==> src/rtl/spi_send_fifo_pkg.sv <==
// Shared peripheral definitions: AWrSize one-hot bit positions and the
// size-to-byte-count decode used by the IO blocks.
package spi_send_fifo_pkg;

  localparam int unsigned SizeB = 0;
  localparam int unsigned SizeW = 1;
  localparam int unsigned SizeD = 2;
  localparam int unsigned SizeQ = 3;

  // Highest set bit wins; an all-zero size means no write.
  function automatic logic [3:0] sizeToBytes(input logic [3:0] wrSize);
    logic [3:0] cnt;
    cnt = 4'd0;
    if (wrSize[SizeQ])      cnt = 4'd8;
    else if (wrSize[SizeD]) cnt = 4'd4;
    else if (wrSize[SizeW]) cnt = 4'd2;
    else if (wrSize[SizeB]) cnt = 4'd1;
    return cnt;
  endfunction

endpackage

==> src/rtl/spi_send_fifo_if.sv <==
// Data-path bundle between the SPI codec side and the send FIFO.
interface spi_send_fifo_if;
  import spi_send_fifo_pkg::*;

  logic [63:0] ADataI;
  logic [3:0]  AWrSize;
  logic [7:0]  ADataO;
  logic        ARdEn;
  logic        AHasData;
  logic        AHasSpace;
  logic [15:0] AFreeSize;
  logic        AWrDrop;

  modport master (
    output ADataI, AWrSize, ARdEn,
    input  ADataO, AHasData, AHasSpace, AFreeSize, AWrDrop
  );

  modport slave (
    input  ADataI, AWrSize, ARdEn,
    output ADataO, AHasData, AHasSpace, AFreeSize, AWrDrop
  );

endinterface

==> src/rtl/spi_fifo_lane_dec.sv <==
// Maps write address and byte count to per-slot write enables and the
// input byte lane each slot takes.
module spi_fifo_lane_dec
  import spi_send_fifo_pkg::*;
#(
  parameter int unsigned CAddrLen = 5,
  localparam int unsigned Depth = 1 << CAddrLen
) (
  input  logic [CAddrLen-1:0]    wrAddr,
  input  logic [3:0]             byteCnt,
  output logic [Depth-1:0]       slotWe,
  output logic [Depth-1:0][2:0]  slotLane
);

  logic [CAddrLen-1:0] offs;

  always_comb begin
    slotWe   = '0;
    slotLane = '0;
    offs     = '0;
    for (int s = 0; s < Depth; s++) begin
      // Offset of this slot from the write address, wrapping at the array end.
      offs        = CAddrLen'(s) - wrAddr;
      slotWe[s]   = 16'(offs) < 16'(byteCnt);
      slotLane[s] = offs[2:0];
    end
  end

endmodule

==> src/rtl/spi_send_fifo.sv <==
// Byte-wide SPI send FIFO accepting 1/2/4/8-byte writes and single-byte
// show-ahead reads.
module spi_send_fifo
  import spi_send_fifo_pkg::*;
#(
  parameter int unsigned CAddrLen = 5
) (
  input  logic             AClkH,
  input  logic             AResetHN,
  input  logic             AClkHEn,
  input  logic             AScanI,
  output logic             AScanO,
  input  logic             AScanE,
  input  logic             AResetSN,
  spi_send_fifo_if.slave   bus
);

  localparam int unsigned Depth = 1 << CAddrLen;
  localparam int unsigned PtrW  = CAddrLen + 1;

  logic [PtrW-1:0] wrPtrQ, wrPtrD, rdPtrQ, rdPtrD;
  logic [PtrW-1:0] fill, free;
  logic            wrDropQ, wrDropD;
  logic [3:0]      byteCnt, wrCnt;
  logic            wrOk, rdOk;
  logic [7:0]      mem [Depth];

  logic [Depth-1:0]      slotWe;
  logic [Depth-1:0][2:0] slotLane;

  always_comb begin
    fill    = wrPtrQ - rdPtrQ;
    free    = PtrW'(Depth) - fill;
    byteCnt = sizeToBytes(bus.AWrSize);
    // Space is judged on the current free count; a same-cycle pop does not help.
    wrOk    = (byteCnt != 4'd0) && (16'(byteCnt) <= 16'(free));
    rdOk    = bus.ARdEn && (fill != '0);
    wrCnt   = wrOk ? byteCnt : 4'd0;
  end

  always_comb begin
    wrPtrD  = wrPtrQ;
    rdPtrD  = rdPtrQ;
    wrDropD = 1'b0;
    if (!AResetSN) begin
      wrPtrD = '0;
      rdPtrD = '0;
    end else begin
      wrPtrD  = wrPtrQ + PtrW'(wrCnt);
      rdPtrD  = rdPtrQ + PtrW'(rdOk);
      wrDropD = (byteCnt != 4'd0) && !wrOk;
    end
  end

  // Pointers and drop flag form the scan chain: AScanI -> wrPtr -> rdPtr -> drop.
  always_ff @(posedge AClkH or negedge AResetHN) begin
    if (!AResetHN) begin
      wrPtrQ  <= '0;
      rdPtrQ  <= '0;
      wrDropQ <= 1'b0;
    end else if (AScanE) begin
      {wrPtrQ, rdPtrQ, wrDropQ} <= {AScanI, wrPtrQ, rdPtrQ};
    end else if (AClkHEn) begin
      wrPtrQ  <= wrPtrD;
      rdPtrQ  <= rdPtrD;
      wrDropQ <= wrDropD;
    end
  end

  spi_fifo_lane_dec #(
    .CAddrLen (CAddrLen)
  ) u_lane_dec (
    .wrAddr   (wrPtrQ[CAddrLen-1:0]),
    .byteCnt  (wrCnt),
    .slotWe   (slotWe),
    .slotLane (slotLane)
  );

  always_ff @(posedge AClkH) begin
    if (AClkHEn && AResetSN && !AScanE) begin
      for (int s = 0; s < Depth; s++) begin
        if (slotWe[s]) mem[s] <= bus.ADataI[{slotLane[s], 3'b000} +: 8];
      end
    end
  end

  assign bus.ADataO    = mem[rdPtrQ[CAddrLen-1:0]];
  assign bus.AHasData  = (fill != '0);
  assign bus.AHasSpace = (free != '0);
  assign bus.AFreeSize = 16'(free);
  assign bus.AWrDrop   = wrDropQ;
  assign AScanO        = wrDropQ;

endmodule

==> src/flat_wrapper.sv <==
// flat-port wrapper written by rule: the top's interface ports become plain ports
module spi_send_fifo_flat import spi_send_fifo_pkg::*;
#(
  parameter int unsigned CAddrLen = 5
)
  (AClkH, AResetHN, AClkHEn, AScanI, AScanO, AScanE, AResetSN, bus_ADataI, bus_AWrSize, bus_ARdEn, bus_ADataO, bus_AHasData, bus_AHasSpace, bus_AFreeSize, bus_AWrDrop);
  spi_send_fifo_if bus_i ();
  input  logic AClkH;
  input  logic AResetHN;
  input  logic AClkHEn;
  input  logic AScanI;
  output logic AScanO;
  input  logic AScanE;
  input  logic AResetSN;
  input wire logic [$bits(bus_i.ADataI)-1:0] bus_ADataI;
  input wire logic [$bits(bus_i.AWrSize)-1:0] bus_AWrSize;
  input wire logic [$bits(bus_i.ARdEn)-1:0] bus_ARdEn;
  output wire logic [$bits(bus_i.ADataO)-1:0] bus_ADataO;
  output wire logic [$bits(bus_i.AHasData)-1:0] bus_AHasData;
  output wire logic [$bits(bus_i.AHasSpace)-1:0] bus_AHasSpace;
  output wire logic [$bits(bus_i.AFreeSize)-1:0] bus_AFreeSize;
  output wire logic [$bits(bus_i.AWrDrop)-1:0] bus_AWrDrop;
  assign bus_i.ADataI = bus_ADataI;
  assign bus_i.AWrSize = bus_AWrSize;
  assign bus_i.ARdEn = bus_ARdEn;
  assign bus_ADataO = bus_i.ADataO;
  assign bus_AHasData = bus_i.AHasData;
  assign bus_AHasSpace = bus_i.AHasSpace;
  assign bus_AFreeSize = bus_i.AFreeSize;
  assign bus_AWrDrop = bus_i.AWrDrop;
  spi_send_fifo #(.CAddrLen(CAddrLen)) u_core (.AClkH(AClkH), .AResetHN(AResetHN), .AClkHEn(AClkHEn), .AScanI(AScanI), .AScanO(AScanO), .AScanE(AScanE), .AResetSN(AResetSN), .bus(bus_i));
endmodule
==> config.mk <==
export PLATFORM = sky130hd
export DESIGN_NAME = spi_send_fifo_flat
export DESIGN_NICKNAME = d
export VERILOG_FILES = /design/src/rtl/spi_send_fifo_pkg.sv /design/src/rtl/spi_send_fifo_if.sv /design/src/rtl/spi_fifo_lane_dec.sv /design/src/rtl/spi_send_fifo.sv /design/src/flat_wrapper.sv
export SDC_FILE = /design/constraint.sdc
export NUM_CORES = 1
export LEC_CHECK = 0
export ABC_CLOCK_PERIOD_IN_PS = 6900
export CORE_MARGIN = 10
export CORE_UTILIZATION = 60
export CTS_CLUSTER_DIAMETER = 30
export DETAILED_ROUTE_END_ITERATION = 10
export PLACE_DENSITY = 0.87
export SLEW_MARGIN = 20
export SYNTH_ARGS = -nofsm -noshare
export SYNTH_HDL_FRONTEND = slang
export SYNTH_HIERARCHICAL = 1
export SYNTH_SLANG_ARGS = --single-unit
export TNS_END_PERCENT = 1
==> constraint.sdc <==
create_clock -name AClkH -period 6.9 [get_ports AClkH]
set_input_delay 1.38 -clock AClkH [delete_from_list [all_inputs] [get_ports AClkH]]
set_output_delay 1.38 -clock AClkH [all_outputs]
set_load 0.1 [all_outputs]
==> results.tsv <==
metric	value	unit
outcome	finished clean	
min_path_type	reg -> reg	
drtPass1Iterations	7	
track_usage	0.328	
ys_types	62	
crit_path_max_fanout	44	
io_buffers	92	
syn_inst	2015	
hpwl	50700	um
fp.dieW	241	um
rows	81	
yosys-top-cells-area	mux4_2, edfxtp_1, mux2_2	
pin_count	103	
fin_ws	0.978	ns
seq_area_frac_synth	0.273	
clk_latency	0.63	ns
ant_nets	0	
post_cts_buffers	0	
via_count	20800	
maxSlewViolCount	0	
fin_area	0.0312	mm2
grt_pass1_vias	20900	
core-area	0.0486	mm2
synth_warnings	6	
cts_tree	done	
overflow	0	
wl	95200	um
htreeDepth	2	
cap_violations	0	
critPathCaptureType	primary output	
cts_resized	0	
async_flop_share	0.0483	
synth_top_area_frac	0.450	
clkTransAtPathRegs	0.04	ns
relSlewSlack	0.161	
drtIter0Drc	4142	
clk_root_buffer_cell	clkbuf_16	
syn_area	0.0294	mm2
rsz0062_at_grt	false	
worstSetupStartpointType	flip-flop	
min_period	5.92	ns
critPathArrivalTime	4.54	ns
setup_viol	0	
drive_gt1_frac	0.588	
grt_pass1_wl	141000	um
placed_area	0.0292	mm2
grt_max_degree	132	
period_share	0.858	
antenna_found_initial	11	
worst_slew_pin_slew	1.25	ns
fin_util	0.642	
drc	0	
clock_skew	0.0446	ns
post_drt_via_cell_ratio	8.60	
initial_core_util	0.604	
power	11.8	mW
instances_no_fill	2421	
numCtsBuffers	61	
synth_top_area_cell	mux4_2	
clkSinkCount	269	
ys.flop_type	edfxtp_1	
path_class	reg -> out	
dp_cells	2297	
finalHoldWorstSlack	0.578	ns
hold_buffers	0	
gp_congestion	0.937	
max_freq	169	MHz
setup_tns	0	ns
synth_edf_count	256	
dp_slack	1.29	ns
avgRoutedWirePerCell	39.3	um
vdd_ir_drop_max	233	uV
power_density	379	mW/mm2
syn_area_per_cell	14.6	um2
p_leak	10.3	nW
cts_buffer_depth	3	
die_h	241	um
syn2layout_area_growth	6.24	%
nNetsFinal	1877	
hold_viol	0	
ys_ff_latch	269	
die-area	0.0582	mm2
cp.required	5.52	ns
-- flip-flops by register name, indices dropped and copies added (netlist names) --
| name | cells |
|---|---|
| u_core/wrPtrQ | 6 |
| u_core/mem | 256 |
| u_core/rdPtrQ | 6 |
| u_core/AScanO | 1 |
-- kinds of logic after synthesis --
logic type / synth area share
buffers and inverters: 0.0818
muxes: 0.554
adders and majority gates: 0.0265
AOI/OAI and AO/OA: 0.0232
DFF: 0.273
xor gates and xnor gates: 0.00924
and+or+nand+nor: 0.0329
other: 0.000128
-- where the power goes --
group | leakage [nW] | switching [mW] | internal [mW]
Sequential | 2.47 | 0.102 | 2.20
Clock | 0.995 | 0.983 | 1.97
Combinational | 6.84 | 3.55 | 3.02
-- critical path, stage by stage (launching register included) --
cell and delay, ns:
dfrtp_2 0.38, buf_4 0.43, buf_4 0.70, mux4_2 0.45
mux4_2 0.52, nand2_1 0.08, nand2_1 0.22, clkdlybuf4s50_1 1.06
-- worst paths after layout --
path	startpoint	to	slack, ns	cells after the start
setup / recovery	u_core/rdPtrQ[1]	bus_ADataO[5]	0.98	7
hold / removal	u_core/rdPtrQ[5]	u_core/rdPtrQ[4]	0.58	2
setup reg to reg	u_core/wrPtrQ[1]	u_core/mem[9][2]	1.02	16
hold reg to reg	u_core/rdPtrQ[5]	u_core/rdPtrQ[4]	0.58	2
max in group asynchronous	AResetHN	u_core/wrPtrQ[0]	5.27	1
min in group asynchronous	AResetHN	u_core/AScanO	1.18	1
-- per-layer routing --
| metal | vias to the layer above | GRT usage | wire length [um] |
|---|---|---|---|
| met5 | - | 0 | 27 |
| met4 | 4 | 0.213 | 6840 |
| met3 | 451 | 0.117 | 15800 |
| met2 | 2368 | 0.477 | 43300 |
| met1 | 10400 | 0.413 | 29200 |
| li1 | 7611 | - | - |
-- synth_stat cells (2+ instances only) --
cell type / count
edfxtp_1: 256
a211oi_1: 6
buf_2: 38
o21ba_1: 3
o21ai_1: 7
mux4_1: 5
buf_6: 7
nor2b_1: 10
nor3_1: 38
and3_1: 4
nor2_1: 37
a221oi_2: 2
mux4_2: 587
a2bb2oi_1: 3
xnor2_1: 17
dfrtp_1: 13
o21a_1: 3
ha_1: 59
inv_1: 30
a21oi_1: 28
a21o_1: 5
mux2_2: 258
buf_4: 100
nand3b_1: 2
nand2_1: 39
nand2b_1: 6
nor3b_1: 3
or3_1: 2
clkbuf_1: 271
a211oi_2: 5
xor2_1: 14
buf_1: 64
fa_1: 2
nand3_1: 7
o21ai_0: 10
a21boi_1: 10
and2_1: 36
inv_2: 4
-- cell type report --
class / count / area (um2)
Tap cell: 622 / 778
Inverter: 34 / 140
Clock buffer: 71 / 1600
Timing Repair Buffer: 134 / 1120
Antenna cell: 10 / 25.0
Sequential cell: 269 / 8030
Multi-Input combinational cell: 1241 / 19100
Clock inverter: 40 / 479
Fill cell: 3156 / 17400
-- cell usage in the layout (no fill, tap or decap), types with 6 or more instances in the layout --
cell,instances
dfrtp_1,8
clkbuf_1,8
nor2_1,37
clkinv_1,10
o21ai_0,10
inv_1,26
clkdlybuf4s50_1,49
ha_1,57
buf_2,43
a21oi_1,28
conb_1,10
nor3_1,38
o21ai_1,7
buf_4,35
clkinvlp_4,6
bufinv_16,9
nand3_1,7
clkinv_2,9
a211oi_1,6
a21boi_1,10
mux4_2,587
and2_1,36
diode_2,10
nand2_1,39
clkbuf_16,62
xor2_1,12
edfxtp_1,256
xnor2_1,17
nand2b_1,6
nor2b_1,10
mux2_2,258
Power figures use the tool's default switching activity.
